### src/rtl/fastica_pkg.sv
// Shared constants, FSM state type and flat-bus slicing helper for the
// FastICA convergence checker.
package fastica_pkg;

  localparam int DATA_W = 26;
  localparam int N      = 4;
  localparam int NE     = N * N;

  typedef enum logic [1:0] {
    IDLE = 2'd0,
    SCAN = 2'd1,
    FIN  = 2'd2
  } state_e;

  // LSB position of element k (k = 4*(r-1)+(c-1)) in a packed bus of w-bit elements.
  function automatic int elem_lsb(input int k, input int w);
    return w * k;
  endfunction

endpackage

### src/rtl/fastica_absdiff.sv
// Combinational |a-b| and |a+b| with one bit of headroom so neither result can
// overflow, even for full-scale opposite-sign inputs.
module fastica_absdiff #(
  parameter int DATA_W = 26
) (
  input  logic signed [DATA_W-1:0] a_i,
  input  logic signed [DATA_W-1:0] b_i,
  output logic        [DATA_W:0]   diff_o,
  output logic        [DATA_W:0]   sum_o
);

  logic signed [DATA_W:0] a_ext;
  logic signed [DATA_W:0] b_ext;
  logic signed [DATA_W:0] d;
  logic signed [DATA_W:0] s;

  assign a_ext = {a_i[DATA_W-1], a_i};
  assign b_ext = {b_i[DATA_W-1], b_i};
  assign d     = a_ext - b_ext;
  assign s     = a_ext + b_ext;

  // Negating -2^DATA_W keeps the same bit pattern, which read unsigned is 2^DATA_W.
  assign diff_o = d[DATA_W] ? $unsigned(-d) : $unsigned(d);
  assign sum_o  = s[DATA_W] ? $unsigned(-s) : $unsigned(s);

endmodule

### src/rtl/fastica_conv_check.sv
// Serial sign-agnostic convergence check of the 4x4 FastICA weight matrix:
// one element per cycle, deviation = min(max|new-old|, max|new+old|).
module fastica_conv_check #(
  parameter int          DATA_W   = 26,
  parameter int unsigned TOL      = 16,
  parameter int          ITER_W   = 8,
  parameter int          MAX_ITER = 200
) (
  input  logic                             clk_conv,
  input  logic                             rst_conv,
  input  logic                             start_conv,
  input  logic                             clear_conv,
  input  logic [fastica_pkg::NE*DATA_W-1:0] w_flat,
  output logic                             busy_conv,
  output logic                             done_conv,
  output logic                             converged,
  output logic                             timeout,
  output logic [DATA_W:0]                  max_diff,
  output logic [ITER_W-1:0]                iter_cnt,
  output logic [1:0]                       state_dbg_o
);

  import fastica_pkg::*;

  localparam int FW = NE * DATA_W;

  state_e state_q, state_d;

  logic [3:0]              idx_q;
  logic [FW-1:0]           snap_q;
  logic [FW-1:0]           old_q;
  logic [DATA_W:0]         maxd_q;
  logic [DATA_W:0]         maxs_q;
  logic [DATA_W:0]         max_diff_q;
  logic                    first_valid_q;
  logic                    conv_q;
  logic                    timeout_q;
  logic                    done_q;
  logic [ITER_W-1:0]       iter_q;

  logic signed [DATA_W-1:0] new_e;
  logic signed [DATA_W-1:0] old_e;
  logic [DATA_W:0]          d_e;
  logic [DATA_W:0]          s_e;
  logic [DATA_W:0]          min_ds;
  logic                     conv_next;
  logic [ITER_W:0]          iter_inc;

  // Before any history exists the reference W is treated as all zeros.
  assign new_e = snap_q[elem_lsb(int'(idx_q), DATA_W) +: DATA_W];
  assign old_e = first_valid_q ? old_q[elem_lsb(int'(idx_q), DATA_W) +: DATA_W] : '0;

  fastica_absdiff #(.DATA_W(DATA_W)) u_absdiff (
    .a_i    (new_e),
    .b_i    (old_e),
    .diff_o (d_e),
    .sum_o  (s_e)
  );

  assign min_ds    = (maxd_q < maxs_q) ? maxd_q : maxs_q;
  assign conv_next = first_valid_q && (min_ds <= (DATA_W+1)'(TOL));
  assign iter_inc  = {1'b0, iter_q} + (ITER_W+1)'(1);

  always_ff @(posedge clk_conv or posedge rst_conv) begin
    if (rst_conv) state_q <= IDLE;
    else          state_q <= state_d;
  end

  always_comb begin
    state_d = state_q;
    case (state_q)
      IDLE:    if (start_conv && !clear_conv) state_d = SCAN;
      SCAN:    if (idx_q == 4'(NE-1)) state_d = FIN;
      FIN:     state_d = IDLE;
      default: state_d = IDLE;
    endcase
  end

  always_ff @(posedge clk_conv or posedge rst_conv) begin
    if (rst_conv) begin
      idx_q         <= '0;
      snap_q        <= '0;
      old_q         <= '0;
      maxd_q        <= '0;
      maxs_q        <= '0;
      max_diff_q    <= '0;
      first_valid_q <= 1'b0;
      conv_q        <= 1'b0;
      timeout_q     <= 1'b0;
      done_q        <= 1'b0;
      iter_q        <= '0;
    end else begin
      done_q <= 1'b0;
      case (state_q)
        IDLE: begin
          if (clear_conv) begin
            iter_q        <= '0;
            first_valid_q <= 1'b0;
            conv_q        <= 1'b0;
            timeout_q     <= 1'b0;
          end else if (start_conv) begin
            snap_q <= w_flat;
            idx_q  <= '0;
            maxd_q <= '0;
            maxs_q <= '0;
          end
        end
        SCAN: begin
          maxd_q <= (d_e > maxd_q) ? d_e : maxd_q;
          maxs_q <= (s_e > maxs_q) ? s_e : maxs_q;
          idx_q  <= idx_q + 4'd1;
        end
        FIN: begin
          max_diff_q    <= min_ds;
          conv_q        <= conv_next;
          old_q         <= snap_q;
          first_valid_q <= 1'b1;
          iter_q        <= (&iter_q) ? iter_q : iter_inc[ITER_W-1:0];
          // Timeout uses the unsaturated count so it stays asserted once reached.
          timeout_q     <= !conv_next && (iter_inc >= (ITER_W+1)'(MAX_ITER));
          done_q        <= 1'b1;
        end
        default: ;
      endcase
    end
  end

  assign busy_conv   = (state_q != IDLE);
  assign done_conv   = done_q;
  assign converged   = conv_q;
  assign timeout     = timeout_q;
  assign max_diff    = max_diff_q;
  assign iter_cnt    = iter_q;
  assign state_dbg_o = state_q;

endmodule

### config.mk
export PLATFORM = sky130hd
export DESIGN_NAME = fastica_conv_check
export DESIGN_NICKNAME = d
export VERILOG_FILES = /design/src/rtl/fastica_pkg.sv /design/src/rtl/fastica_absdiff.sv /design/src/rtl/fastica_conv_check.sv
export SDC_FILE = /design/constraint.sdc
export NUM_CORES = 2
export LEC_CHECK = 0
export CAP_MARGIN = 10
export CORE_UTILIZATION = 50
export CTS_CLUSTER_SIZE = 12
export DETAILED_ROUTE_END_ITERATION = 10
export MAX_ROUTING_LAYER = met4
export PLACE_DENSITY_LB_ADDON = 0.15
export SLEW_MARGIN = 20
export SYNTH_ARGS = -nofsm -noshare
export SYNTH_HDL_FRONTEND = slang
export SYNTH_SLANG_ARGS = --single-unit
### constraint.sdc
create_clock -name clk_conv -period 30.9 [get_ports clk_conv]
set_input_delay 4.635 -clock clk_conv [delete_from_list [all_inputs] [get_ports clk_conv]]
set_output_delay 4.635 -clock clk_conv [all_outputs]
set_load 0.02 [all_outputs]
# Yosys cells after proc, flatten, opt, wreduce, memory -nomap -nowiden
# Cells that the tools add are included.
# classes
n_addsub,6
multipliers,1
magnitude_cmp,5
n_eq_ne,11
n_shift,2
muxes,24
bitwise,1
n_reduce_logical,17
# op_table
cell,n
$shiftx A416 B10 Y26,2
$mux W27,7
$pmux W27 S2,2
$gt A27 B27 Y1,2
$neg A27 Y27,2
$add A26 B26 Y27,1
$le A27 B5 Y1 const B,1
$lt A27 B27 Y1,1
$sub A26 B26 Y27,1
$mux W26,1
$mux W8,2
$ne A2 B2 Y1 const B,8
$pmux W8 S2,1
$add A8 B1 Y9 const B,1
$ge A9 B8 Y1 const B,1
$reduce_and A3 Y1,3
$mul A4 B4 Y8 const A,1
$mux W4,2
$pmux W4 S2,1
$reduce_and A4 Y1,2
$reduce_and A8 Y1,1
$pmux W1 S2,3
$reduce_bool A2 Y1,3
$add A4 B1 Y4 const B,1
11 further kinds,17
# totals
regBits,931
input_bits,420
out_inout_bits,41
word_cells,79

# Longest topological paths before layout
# depth
depth_word,9
mapped_depth,33

# Hierarchy
# A second synthesis with hierarchy kept.
# unflattened
cells_unflattened,5131
area_unflattened_um2,47757.1
# by_module_without_submodules
mod,n_inst,cells_per_inst,area_each_um2
fastica_conv_check,1,4478,43384.1
fastica_absdiff,1,653,4372.9

# Worst setup path after synthesis
# No wires, ideal clock.
# synth_timing
kind,flip-flop to flip-flop
startpoint,register idx_q[0]
endpoint,register maxd_q[10]
arrival_time_ps,7448
setup_slack_ps,23385
path_stages_with_launch,28
path_buffers,6
synth_period_minus_slack_ps,7515
cell_sequence,dfrtp_1 -> clkbuf_1 -> buf_1 -> buf_1 -> clkbuf_1 -> mux4_2 -> mux4_2 -> fa_1 -> a211o_1 -> a21o_1 -> a2111oi_0 -> a41oi_1 -> o311a_1 -> or3_1 -> nor3_2 -> a31o_2 -> xor2_1 -> inv_1 -> ha_1 -> a211oi_1 -> nor2_1 -> nor3_1 -> o21ai_0 -> nand4bb_1 -> o31ai_1 -> clkbuf_1 -> clkbuf_1 -> a22o_1
# synth_between
elab_chain_len,9
elab_cells_between_ends,12
# synth_rtl
element,line_no,rtl
"start, declared",fastica_conv_check.sv:29,logic [3:0] idx_q;
"start signal, assigned",fastica_conv_check.sv:111,idx_q <= idx_q + 4'd1;
$mul A4 B4 Y8 (*),fastica_pkg.sv:17,return w * k;
$shiftx A416 B10 Y26,fastica_conv_check.sv:51,"assign old_e = first_valid_q ? old_q[elem_lsb(int'(idx_q), DATA_W) +: DATA_W] : '0;"
$mux W26,fastica_conv_check.sv:51,
$sub A26 B26 Y27 (*),fastica_absdiff.sv:19,assign d = a_ext - b_ext;
$neg A27 Y27,fastica_absdiff.sv:23,assign diff_o = d[DATA_W] ? $unsigned(-d) : $unsigned(d);
$mux W27 (*),fastica_absdiff.sv:23,
$gt A27 B27 Y1,fastica_conv_check.sv:109,maxd_q <= (d_e > maxd_q) ? d_e : maxd_q;
$ne A2 B2 Y1 (no source line),--,
$reduce_and A4 Y1 (no source line),--,
"end signal, assigned",fastica_conv_check.sv:109,
"end, declared",fastica_conv_check.sv:32,logic [DATA_W:0] maxd_q;
# Mark *: on every way between the ends. The rest lies on a longest branch, timed or not. The select of a mux whose other input is x is not followed.
# A chain may end at the register's enable or synchronous reset.

# Final worst setup path
# layout_timing
startpoint,register idx_q[0]
endpoint,register maxd_q[25]
# Same word-level chain as after synthesis.

==> flow_summary.json <==
{
  "yosysTopAreaCell": "dfrtp_1",
  "drive_above_1_share": 0.192,
  "startpoint_type": "register",
  "synth.area.top_cells": "dfrtp_1 49%, mux4_2 11%, nand2_1 11%",
  "synth_top_cell_area_share": 0.487,
  "use_met2": 0.486,
  "cp.arrival_ns": 11.27,
  "die-area_sq_um": 96900,
  "grt.busiest_layer": "met2",
  "finalSetupViolations": 0,
  "slew_headroom": 0.224,
  "io_pins": 461,
  "synth-seq-cells": 931,
  "synth_cell_type_count": 90,
  "grt_pass1_vias": 34573,
  "grt_util_all_layers": 0.314,
  "area_delta_synth_final_pct": 18.7,
  "ys.flop_type": "dfrtp_1",
  "clkSlewWorstSetupHoldPaths_ns": 0.06,
  "layout.cells.non_filler": 6028,
  "fp-row-count": 113,
  "wl_per_cell_microns": 24.3,
  "drc": 0,
  "hold_path.class": "reg -> reg",
  "hold_viol_final": 0,
  "synth_seq_area_share": 0.487,
  "avgSynthCellArea_sq_um": 11.0,
  "cts_resized": 0,
  "die_w_microns": 311,
  "clock_skew_ns": 0.0319,
  "rsz0062_at_grt": "no",
  "critical_path.max_stage_delay_ns": 0.96,
  "final_common_cell": "nand2_1",
  "final.min_clock_period_ns": 10.66,
  "critical_path_class": "reg -> reg",
  "cts_setup_buffers": 0,
  "yosys_warnings": 0,
  "grt_pass1_wl_microns": 222000,
  "vias": 35128,
  "cts.path.max_buffers": 3,
  "cts_tree": "yes",
  "port_buffers": 460,
  "design.core.area_sq_um": 94900,
  "dp.cells": 5850,
  "drt_wl_total_microns": 146000,
  "slowest_stage": "dfrtp_4",
  "synth_cells": 4353,
  "gp_congestion": 0.995,
  "cts_max_level": 3,
  "cts_buffers": 98,
  "drv_cap": 0,
  "avgViaCountPerCell": 5.83,
  "hold-worst-slack_ns": 0.468,
  "synth_area_sq_um": 47800,
  "antenna_found_initial": 14,
  "worstPathRequired_ns": 31.51,
  "synth_enable_flop_cells": 0,
  "status": "finished, final reports clean",
  "cts_sinks": 931,
  "overflow": 0,
  "cp_top_family": "buffers and inverters",
  "fmax_ghz": 0.0938,
  "syn_nets": 4912,
  "drtIter0Drc": 3383,
  "crit_fanout": 53,
  "ant_nets": 0,
  "final_util": 0.598,
  "most-common-layout-cells": "1368 x nand2_1, 927 x dfrtp_1, 460 x clkdlybuf4s50_1",
  "synthArstFlopShare": 1.00,
  "fin_tns_setup_ns": 0,
  "hpwl_microns": 108000,
  "cts_hold_buf": 0,
  "worst_slew_pin_slew_ns": 1.14,
  "grt_max_degree": 198,
  "finalCritPeriodShare": 0.345,
  "nets": 5246,
  "worstSkewPairLatency_ns": 0.69,
  "grtUsageMet3": 0.0346,
  "endpoint_kind": "register",
  "firstDrtPassIters": 6,
  "chipHeight_microns": 311,
  "drv_slew": 0,
  "critPathBufInv": 5,
  "cts_root_buf": "clkbuf_16",
  "use_met1": 0.435,
  "initial_utilization": 0.504
}
[path summary, 6_finish.rpt]
| check | slack (ns) | endpoint | startpoint | cells past startpoint |
|---|---|---|---|---|
| max | 20.24 | maxd_q[25] | idx_q[0] | 27 |
| min | 0.47 | old_q[188] | old_q[188] | 2 |
| max reg2reg | 20.24 | maxd_q[25] | idx_q[0] | 27 |
| min reg2reg | 0.47 | old_q[188] | old_q[188] | 2 |
| max in group asynchronous | 23.15 | snap_q[375] | rst_conv | 5 |
| min in group asynchronous | 4.50 | snap_q[39] | rst_conv | 2 |
[logic make-up after synthesis]
| group | share of synthesized area |
|---|---|
| buf+inv | 0.0303 |
| flops | 0.487 |
| compound gates | 0.0623 |
| mux | 0.227 |
| xor+xnor | 0.0147 |
| simple gates | 0.142 |
| fa+ha+maj | 0.0367 |
[Yosys cell counts, drive strengths merged (28+ instances only)]
cell type / number
a22o: 49
ha: 137
mux4: 235
nor3: 28
o21ai: 99
dfrtp: 931
nor4: 29
xnor2: 63
o211ai: 38
inv: 115
buf: 48
mux2: 444
nand2: 1368
mux2i: 54
clkbuf: 215
a21oi: 83
nand4: 33
nor2: 92
[metal layers]
metal | vias up | part of all wire
li1 | 15837 | -
met1 | 17900 | 0.43
met2 | 1163 | 0.47
met3 | 228 | 0.055
met4 | 0 | 0.039
met5 | - | 0
[metrics by stage]
| step | cell area, sq um | setup slack (ns) |
|---|---|---|
| after floorplan | 47800 | 0.0853 |
| after detailed placement | 53400 | 20.33 |
| final | 56800 | 20.24 |
| after global placement | 53400 | 20.40 |
| after global routing | 56800 | 19.43 |
| after CTS | 56700 | 20.28 |
[flip-flops by register name, summed over array words and instances, names as in the netlist]
name           flops
first_valid_q      1
maxs_q            27
maxd_q            27
snap_q           416
idx_q              4
converged          1
iter_cnt           8
timeout            1
state_dbg_o        2
old_q            416
done_conv          1
max_diff          27
[worst min-delay path: cells and delay by family (launching register included)]
family,cells,cell delay (ns)
simple gates,2,0.10
flops,1,0.33
[layout make-up]
cell class                      instances  area, sq um
Fill cell                            7930        38100
Sequential cell                       931        23300
Multi-Input combinational cell       3043        23100
Timing Repair Buffer                  497         4980
Clock buffer                          151         3050
Tap cell                             1265         1580
Inverter                              116          450
Clock inverter                         19          267
Antenna cell                            6         15.0
Power is left out: the tool's default activity adds up to more than one toggle a clock period on the data nets, which glitch-free logic cannot reach.
